===== src/rtl/fp_mult_pipe.sv =====
// fp_mult_pipe: pipelined floating-point multiplier, format {sign, exp, frac}.
// An operand register feeds three compute stages: unpack/multiply,
// normalise/round, then saturate/flush/pack into the output register.
// exp==0 encodes zero (denormals flushed); there is no Inf/NaN encoding.
// The whole pipeline advances together whenever the output slot is free or
// being drained, so results leave in acceptance order.
module fp_mult_pipe #(
  parameter  int EXP_W    = 4,
  parameter  int FRAC_W   = 11,
  parameter  int RND_MODE = 1,
  localparam int W        = 1 + EXP_W + FRAC_W
) (
  input  logic         clk,
  input  logic         rst_n,
  input  logic         in_valid,
  output logic         in_ready,
  input  logic [W-1:0] op1,
  input  logic [W-1:0] op2,
  output logic         out_valid,
  input  logic         out_ready,
  output logic [W-1:0] result,
  output logic         ovf,
  output logic         unf,
  output logic         inexact
);

  localparam int MW  = FRAC_W + 1;
  localparam int PW  = 2 * MW;
  localparam int EW2 = EXP_W + 2;

  localparam logic signed [EW2-1:0] BIAS = {3'b000, {(EXP_W-1){1'b1}}};
  localparam logic signed [EW2-1:0] EMAX = {2'b00, {EXP_W{1'b1}}};
  localparam logic signed [EW2-1:0] ONE  = {{(EW2-1){1'b0}}, 1'b1};

  // Round-up decision from guard, sticky and the kept lsb.
  function automatic logic round_inc(input logic g, input logic s, input logic lsb);
    if (RND_MODE == 1) return g & (s | lsb);
    else               return 1'b0;
  endfunction

  // Final packing: zero operand wins, then overflow saturation, then
  // underflow flush, else the normal packed word. Returns {word, ovf, unf, inexact}.
  function automatic logic [W+2:0] pack_result(
    input logic                  sign,
    input logic signed [EW2-1:0] e,
    input logic [FRAC_W-1:0]     f,
    input logic                  zero,
    input logic                  inx
  );
    if (zero)          return {sign, {(W-1){1'b0}}, 3'b000};
    else if (e > EMAX) return {sign, {(W-1){1'b1}}, 3'b101};
    else if (e < ONE)  return {sign, {(W-1){1'b0}}, 3'b011};
    else               return {sign, e[EXP_W-1:0], f, 2'b00, inx};
  endfunction

  logic en;
  assign en       = !out_valid | out_ready;
  assign in_ready = en;

  logic vld_p0, vld_p1, vld_p2;

  // Valid bits and the output register; these are cleared by reset.
  always_ff @(posedge clk or negedge rst_n) begin
    if (!rst_n) begin
      vld_p0    <= 1'b0;
      vld_p1    <= 1'b0;
      vld_p2    <= 1'b0;
      out_valid <= 1'b0;
    end else if (en) begin
      vld_p0    <= in_valid;
      vld_p1    <= vld_p0;
      vld_p2    <= vld_p1;
      out_valid <= vld_p2;
    end
  end

  // ---------------- operand register ----------------
  logic [W-1:0] a_p0, b_p0;

  // Capture operands whenever the pipeline advances.
  always_ff @(posedge clk) begin
    if (en) begin
      a_p0 <= op1;
      b_p0 <= op2;
    end
  end

  // ---------------- stage 1: unpack, multiply, add exponents ----------------
  logic                  s1_sign;
  logic                  s1_zero;
  logic [PW-1:0]         s1_prod;
  logic signed [EW2-1:0] s1_exp;

  // Mantissa product with hidden bits, and biased exponent sum.
  always_comb begin
    s1_sign = a_p0[W-1] ^ b_p0[W-1];
    s1_zero = (a_p0[W-2:FRAC_W] == '0) || (b_p0[W-2:FRAC_W] == '0);
    s1_prod = {{MW{1'b0}}, 1'b1, a_p0[FRAC_W-1:0]} *
              {{MW{1'b0}}, 1'b1, b_p0[FRAC_W-1:0]};
    s1_exp  = $signed({2'b00, a_p0[W-2:FRAC_W]}) +
              $signed({2'b00, b_p0[W-2:FRAC_W]}) - BIAS;
  end

  logic                  sign_p1, zero_p1;
  logic [PW-1:0]         prod_p1;
  logic signed [EW2-1:0] exp_p1;

  // Stage 1 to stage 2 register.
  always_ff @(posedge clk) begin
    if (en) begin
      sign_p1 <= s1_sign;
      zero_p1 <= s1_zero;
      prod_p1 <= s1_prod;
      exp_p1  <= s1_exp;
    end
  end

  // ---------------- stage 2: normalise and round ----------------
  logic [FRAC_W-1:0]     s2_frac_t, s2_frac;
  logic                  s2_g, s2_s, s2_carry;
  logic signed [EW2-1:0] s2_exp_n, s2_exp;

  // Product lies in [1,4); a set MSB means one extra binary place.
  always_comb begin
    if (prod_p1[PW-1]) begin
      s2_frac_t = prod_p1[PW-2 -: FRAC_W];
      s2_g      = prod_p1[FRAC_W];
      s2_s      = |prod_p1[FRAC_W-1:0];
      s2_exp_n  = exp_p1 + ONE;
    end else begin
      s2_frac_t = prod_p1[PW-3 -: FRAC_W];
      s2_g      = prod_p1[FRAC_W-1];
      s2_s      = |prod_p1[FRAC_W-2:0];
      s2_exp_n  = exp_p1;
    end
    {s2_carry, s2_frac} = {1'b0, s2_frac_t} +
                          {{FRAC_W{1'b0}}, round_inc(s2_g, s2_s, s2_frac_t[0])};
    // A carry out of an all-ones fraction leaves frac==0 and bumps the exponent.
    s2_exp = s2_carry ? (s2_exp_n + ONE) : s2_exp_n;
  end

  logic                  sign_p2, zero_p2, inx_p2;
  logic [FRAC_W-1:0]     frac_p2;
  logic signed [EW2-1:0] exp_p2;

  // Stage 2 to stage 3 register.
  always_ff @(posedge clk) begin
    if (en) begin
      sign_p2 <= sign_p1;
      zero_p2 <= zero_p1;
      inx_p2  <= s2_g | s2_s;
      frac_p2 <= s2_frac;
      exp_p2  <= s2_exp;
    end
  end

  // ---------------- stage 3: saturate, flush, pack ----------------
  logic [W+2:0] s3_pack;

  // Range resolution of the rounded exponent.
  always_comb begin
    s3_pack = pack_result(sign_p2, exp_p2, frac_p2, zero_p2, inx_p2);
  end

  // Output register; held while a result waits for the consumer.
  always_ff @(posedge clk or negedge rst_n) begin
    if (!rst_n) begin
      result  <= '0;
      ovf     <= 1'b0;
      unf     <= 1'b0;
      inexact <= 1'b0;
    end else if (en) begin
      result  <= s3_pack[W+2:3];
      ovf     <= s3_pack[2];
      unf     <= s3_pack[1];
      inexact <= s3_pack[0];
    end
  end

endmodule


===== config.mk =====
export PLATFORM = sky130hd
export DESIGN_NAME = fp_mult_pipe
export DESIGN_NICKNAME = d
export VERILOG_FILES = /design/src/rtl/fp_mult_pipe.sv
export SDC_FILE = /design/constraint.sdc
export NUM_CORES = 1
export LEC_CHECK = 0
export ABC_AREA = 1
export ABC_CLOCK_PERIOD_IN_PS = 5600
export CORE_ASPECT_RATIO = 0.7
export CORE_MARGIN = 1
export CORE_UTILIZATION = 30
export DETAILED_ROUTE_END_ITERATION = 6
export PLACE_DENSITY = 0.42
export SYNTH_ARGS = -nofsm -noshare
export SYNTH_HDL_FRONTEND = slang
export SYNTH_SLANG_ARGS = --single-unit

===== constraint.sdc =====
create_clock -name clk -period 5.6 [get_ports clk]
set_input_delay 1.12 -clock clk [delete_from_list [all_inputs] [get_ports clk]]
set_output_delay 1.12 -clock clk [all_outputs]
set_load 0.005 [all_outputs]

[Word-level counts from Yosys, hierarchy flattened]
Index checks and enable logic that the tools add are counted.
Storage, ports and cells
  latch bits: 0
  memories: 0
  flip-flop bits (word level): 107
  bits in writable memories: 0
  input bits: 36
  bits in read-only memories: 0
Operators by class
  div/mod/pow operators: 0
  muxes and demuxes: 8
  shift operators: 0
  multipliers: 1
  equality and inequality tests: 0
  reductions and logical operators: 6
  order comparisons: 2
  $add $sub $neg: 5
  bitwise gates (word level): 5
Operator list (count)
  two-way mux 18 bit: 3
  multiplier 12 x 12 -> 24 bit: 1
  adder 11 x 1 -> 12 bit: 1
  adder 6 x 2 -> 6 bit, second input constant: 2
  two-way mux 6 bit: 2
  two-way mux 11 bit: 1
  OR reduction 11 bit: 1
  OR reduction 10 bit: 1
  zero test 4 bit: 2
  greater-than comparator 6 x 5 -> 1 bit, second input constant: 1
  < comparator 6 x 2 -> 1 bit, second input constant: 1
  subtractor 5 x 3 -> 6 bit, second input constant: 1
  adder 4 x 4 -> 5 bit: 1
  OR 1 bit: 3
  two-way mux 1 bit: 2
  bitwise AND 1 bit: 1
  zero test 1 bit: 1
  logical OR 1 bit: 1
  bitwise XOR 1 bit: 1

[Longest topological paths before layout]
Gate-level depths: netlist (run 1).
  depth after elaboration: 6
  gate-level depth with buffers: 23

[Worst setup path before layout (run 1)]
No wires, ideal clock.
  path kind: reg2reg
  from: register b_p0[10]
  to: register prod_p1[23], data pin
  library setup time: 254 ps
  cell stages (with the launch flop): 21
  data arrival time: 4429 ps
  setup slack: 917 ps
  period minus slack after synthesis: 4683 ps
  path through: edfxtp_1 > clkbuf_1 > nand2_1 > inv_1 > fa_1 > inv_1 > fa_1 > inv_1 > fa_1 > fa_1 > inv_1 > fa_1 > inv_1 > ha_1 > nand2_1 > nor2_1 > inv_1 > nor2_1 > nand3_1 > nand4_1 > nand2_1
Between the ends
  cells in the longest elaborated chain, start to end: 1
RTL lines
  from (decl): line 78  | logic [W-1:0] a_p0, b_p0;
  from (signal assigned): line 84  | b_p0 <= op2;
  multiplier 12 x 12 -> 24 bit: line 98  | s1_prod = {{MW{1'b0}}, 1'b1, a_p0[FRAC_W-1:0]} *
  via s1_prod[23]: line 91  | logic [PW-1:0] s1_prod;
  to (signal assigned): line 113  | prod_p1 <= s1_prod;
  to (decl): line 105  | logic [PW-1:0] prod_p1;
The timed path passes the listed nets, and every way through them passes these cells.
A chain may end at the register's enable or synchronous reset.

[Final worst setup path (run 1)]
  from: register b_p0[8]
  to: register prod_p1[23], data pin
Same word-level chain as after synthesis.

==> flow_summary.ini, run 1 <==
[timing]
min_period_over_period_pct = 92.8
setup-violations-final = 0
clock_skew_ns = 0.0111
rsz0062_at_grt = false
fmax_mhz = 192
worst_slack_ns = 0.405
worst_pin_slew_ns = 1.08
relSlewSlack_pct = 27.6
final_max_slew_viol_count = 0
tns_ns = 0
fin_hold_ws_ns = 0.425
hold_viol = 0
period_needed_ns = 5.20

[logic_synthesis]
syn_area_sq_mm = 0.00928
yosys-top-cells-area = edfxtp_1, fa_1, nand2_1
ys_warn_count = 0
synth-seq-cells = 107
synth_top_area_share_pct = 27.2
yosysTopAreaCell = edfxtp_1
synthCells = 1031
postSynthAreaPerCell_sq_um = 9.00
synth.distinct_cells = 38
syn-num-nets = 1239
ys_seq_area_share_pct = 33.4

[finish]
final_cell_mix = nand2_1, inv_1, fa_1
multi_input_area_sq_mm = 0.00516
final_common_cell = nand2_1
drive_above_1_share_pct = 4.81
design_area_sq_mm = 0.0106
fillers = 3202
diodes = 0
area.growth.synth_to_final_pct = 13.9
nets = 1283
seq_area_sq_mm = 0.00310

[detailed_routing]
vias = 6370
detail_route.iter0.violations = 299
vias_per_cell = 4.27
wl_per_cell_um = 13.4
drt_drc_violations_left = 0
routed_wl_um = 20000
ant_nets = 0
first_pass_iters = 5

[cts]
ctsLongestPathBuffers = 2
cts_tree = yes
h-tree-depth = 3
clock-root-buffer = clkbuf_16
post_cts_resized = 0
ctsHoldBuffers = 0
clock_latency_ns = 0.37
cts_buffers = 9
clock-sinks = 107
clkTransAtPathRegs_ns = 0.08
cts_setup_buffers = 0

[global_route]
busiest_layer = met2
use_met2_pct = 20.8
grt_max_degree = 54
grt-ovfl-total = 0
use_met1_pct = 20.7
grt_usage_pct = 14.0
antenna_found_initial = 0
globalRouteMet3Util_pct = 3.35
grt_pass1_vias = 6712
grt_first_pass_wirelength_um = 34300

[setup_path]
crit_type = reg -> reg
cp-start-kind = flop
cp.arrival_ns = 5.33
crit_path_max_fanout = 12
critPathCaptureType = flop
cp.required_ns = 5.74

[floorplanning]
fp.coreArea_sq_mm = 0.0302
num_rows = 53
ios = 57
die_x_um = 212
die_h_um = 149
die_area_sq_mm = 0.0317
start_util_pct = 30.7

[flow_run]
drv_cap = 0

[placed_design]
place_hpwl_um = 16100
portBuffers = 56
place_area_sq_mm = 0.0103
dp_slack_ns = 0.452
finalWeightedCongestion = 0.804

[status]
outcome = finished, final reports clean

[min_path]
min_path_type = reg -> reg
==> layer usage <==
metal	up-vias	wire length, um
li1	3213	-
met4	0	133
met2	79	8220
met5	-	0
met1	3070	10900
met3	8	709
==> cells in the mapped netlist (all sizes together) <==
cell type / instances
o41ai: 1
or2: 1
xor2: 15
and2: 1
nand3b: 2
ha: 71
a21o: 3
nor4: 1
nand2: 299
edfxtp: 84
buf: 5
inv: 231
o21a: 1
a21oi: 17
o211ai: 1
o21ai: 15
clkinv: 1
o21bai: 3
nor2: 54
nor3: 7
dfrtp: 23
nand4: 5
clkbuf: 26
nand3: 56
fa: 101
xnor2: 7
==> layout make-up <==
type / instances / share of cell area, %
Clock buffer: 9 / 2.13
Clock inverter: 7 / 0.781
Inverter: 232 / 8.27
Multi-Input combinational cell: 661 / 48.8
Sequential cell: 107 / 29.3
Tap cell: 412 / 4.88
Timing Repair Buffer: 64 / 5.87
==> cell families after synthesis <==
family	share of synthesized area, %
adder cells (fa/ha/maj)	31.3
buffers and inverters	11.1
flip-flops	33.4
AND/OR/NAND/NOR	19.5
AO/OA/AOI/OAI	2.51
XOR/XNOR	2.16
==> through the flow <==
stage | cells | util (%)
floorplan | 1031 | -
detailed placement | 1476 | 33.9
CTS | 1492 | 35.0
global placement | 1476 | 33.9
global route | 1492 | 35.0
finish | 1492 | 35.0
==> flip-flops by register name, summed over array words and instances, names as in the netlist <==
signal,count
a_p0,16
b_p0,16
exp_p1,6
exp_p2,6
frac_p2,11
inexact,1
inx_p2,1
out_valid,1
ovf,1
prod_p1,24
result,16
sign_p1,1
sign_p2,1
unf,1
vld_p0,1
vld_p1,1
vld_p2,1
zero_p1,1
zero_p2,1
==> critical path, stage by stage, from the launching register on <==
cell and delay, ns:
edfxtp_1 0.71, nand2_1 0.16, fa_1 0.56, inv_1 0.05, fa_1 0.48, fa_1 0.52, fa_1 0.55, inv_1 0.06
fa_1 0.52, inv_1 0.04, ha_1 0.35, nand2_1 0.16, nor2_1 0.17, inv_1 0.07, nor2_1 0.21, nand3_1 0.17
nand4_1 0.13, nand2_1 0.05
==> final timing paths <==
| check | from | to | slack [ns] | cells after the start |
|---|---|---|---|---|
| max in group asynchronous | rst_n | inexact | 3.64 | 1 |
| setup / recovery | b_p0[8] | prod_p1[23] | 0.40 | 17 |
| min in group asynchronous | rst_n | ovf | 1.32 | 1 |
| hold / removal | zero_p1 | zero_p2 | 0.43 | 0 |
| setup reg to reg | b_p0[8] | prod_p1[23] | 0.40 | 17 |
| hold reg to reg | zero_p1 | zero_p2 | 0.43 | 0 |
Power of run 1 is left out: the tool's default activity adds up to more than one toggle a clock period on the data nets, which glitch-free logic cannot reach.
==> inputs of run 2 (changes only) <==
GPL_TIMING_DRIVEN = 0   (was not set)
==> run 2 against run 1 <==
- die area did not move
- utilization up 0.39 points
- critical path depth up 1
- global-route usage increased by 0.65 points
==> flow_summary.ini, run 2 (synthesis gave the netlist of run 1 again) <==
[status]
outcome = finished, final reports clean

[setup_path]
crit_path_max_fanout = 10
cp-start-kind = flop
cpPeakStageDelay_ns = 0.55
cp.arrival_ns = 5.37
crit_type = reg -> reg
r2r_slack_ns = 0.36
cp.required_ns = 5.73
cp_cell_sequence = clkbuf_2, inv_1, fa_1, inv_1, fa_1, fa_1, fa_1, inv_1, fa_1, inv_1, ha_1, nand2_1, nor2_1, nand3_1, nand3_1, nand2_1, nand3_1, nand2_1
reg2reg_depth = 18
crit_path_frequent_cell = fa_1
r2r_end = prod_p1[22]
critical_path_buf_inv_count = 5
worstReg2RegStart = a_p0[1]
cp_slowest_cell = fa_1
crit_family = adder cells
critPathCaptureType = flop

[floorplanning]
num_rows = 53
ios = 57
fp.coreArea_sq_mm = 0.0302
start_util_pct = 30.7
die_area_sq_mm = 0.0317
die_x_um = 212
die_h_um = 149

[global_route]
grt_usage_pct = 14.7
grt-ovfl-total = 0
grt_pass1_vias = 6721
grt_first_pass_wirelength_um = 35100
grt_max_degree = 48
antenna_found_initial = 0

[finish]
nets = 1301
area.growth.synth_to_final_pct = 15.2
drive_above_1_share_pct = 5.56
diodes = 0
finalNonFillerCells = 1510
regMostFlops = prod_p1
largest_register_ffs = 24
final_cell_mix = nand2_1, inv_1, fa_1
final_common_cell = nand2_1
seq_area_sq_mm = 0.00310
fillers = 3161
multi_input_area_sq_mm = 0.00516

[cts]
clock-root-buffer = clkbuf_16
h-tree-depth = 3
cts_buffers = 9
clkTransAtPathRegs_ns = 0.08
cts_tree = yes
clock_latency_ns = 0.37
clock-sinks = 107
ctsLongestPathBuffers = 2

[placed_design]
portBuffers = 56
finalWeightedCongestion = 0.818
place_hpwl_um = 17200
placedCellCount = 1500

[timing]
setup-violations-final = 0
hold_viol = 0
period_needed_ns = 5.24
clock_skew_ns = 0.0123
final_max_slew_viol_count = 0
rsz0062_at_grt = false
worst_pin_slew_ns = 1.07
relSlewSlack_pct = 28.2
fmax_mhz = 191
min_period_over_period_pct = 93.5

[detailed_routing]
ant_nets = 0
vias = 6399
drt_drc_violations_left = 0
detail_route.iter0.violations = 363
routed_wl_um = 20800
vias_per_cell = 4.24
first_pass_iters = 5
wl_per_cell_um = 13.8

[min_path]
min_path_type = reg -> reg
hold_depth = 0
min_to = zero_p2
min-delay-start = zero_p1

[flow_run]
drv_cap = 0
## run 2: through the flow
stage | worst slack (ns) | instance area, sq um | hold slack, ns | utilization [%] | setup TNS (ns)
floorplan | 0.917 | 9280 | 0.400 | - | 0
global placement | -0.918 | 10400 | 0.403 | 34.3 | -0.918
detailed placement | 0.0768 | 10400 | 0.406 | 34.4 | 0
CTS | 0.0557 | 10700 | 0.426 | 35.4 | 0
global route | 0.00439 | 10700 | 0.440 | 35.4 | 0
finish | 0.365 | 10700 | 0.423 | 35.4 | 0
## run 2: worst max-delay path by stage
stage               from          end  slack [ns]  cells after the start
3_5_place_dp     a_p0[1]  prod_p1[22]        0.08                     18
2_1_floorplan   b_p0[10]  prod_p1[23]        0.92                     20
3_3_place_gp   out_ready     in_ready       -0.92                      4
4_1_cts          a_p0[1]  prod_p1[22]        0.06                     18
5_1_grt         b_p0[10]  prod_p1[22]       0.004                     18
6_report         a_p0[1]  prod_p1[22]        0.36                     18
## run 2: timing repair
action                     in CTS  in global routing
gates resized for setup         0                 22
setup buffers                   0                  0
setup endpoints to repair       0                  9
hold buffers                    0                  0
## run 2: metal layers
metal  share of wire, %  wire [um]  GRT usage [%]
met2                 39       8220           20.6
met4               0.94        195           2.41
met3                5.1       1070           4.40
met1                 54      11300           22.1
met5                  0          0              0
## run 2: cell type report
type | count | share of cell area, %
Timing Repair Buffer | 57 | 5.50
Inverter | 232 | 8.18
Tap cell | 412 | 4.82
Clock inverter | 7 | 0.796
Multi-Input combinational cell | 661 | 48.2
Buffer | 25 | 1.38
Clock buffer | 9 | 2.11
Sequential cell | 107 | 29.0
## run 2: worst register-to-register path: stages (launching register included)
cell and delay (ns):
edfxtp_1 0.48, clkbuf_2 0.36, inv_1 0.12, fa_1 0.54
inv_1 0.05, fa_1 0.52, fa_1 0.53, fa_1 0.55
inv_1 0.05, fa_1 0.52, inv_1 0.04, ha_1 0.35
nand2_1 0.16, nor2_1 0.17, nand3_1 0.09, nand3_1 0.22
nand2_1 0.11, nand3_1 0.08, nand2_1 0.06
Power of run 2 is left out for the same reason.
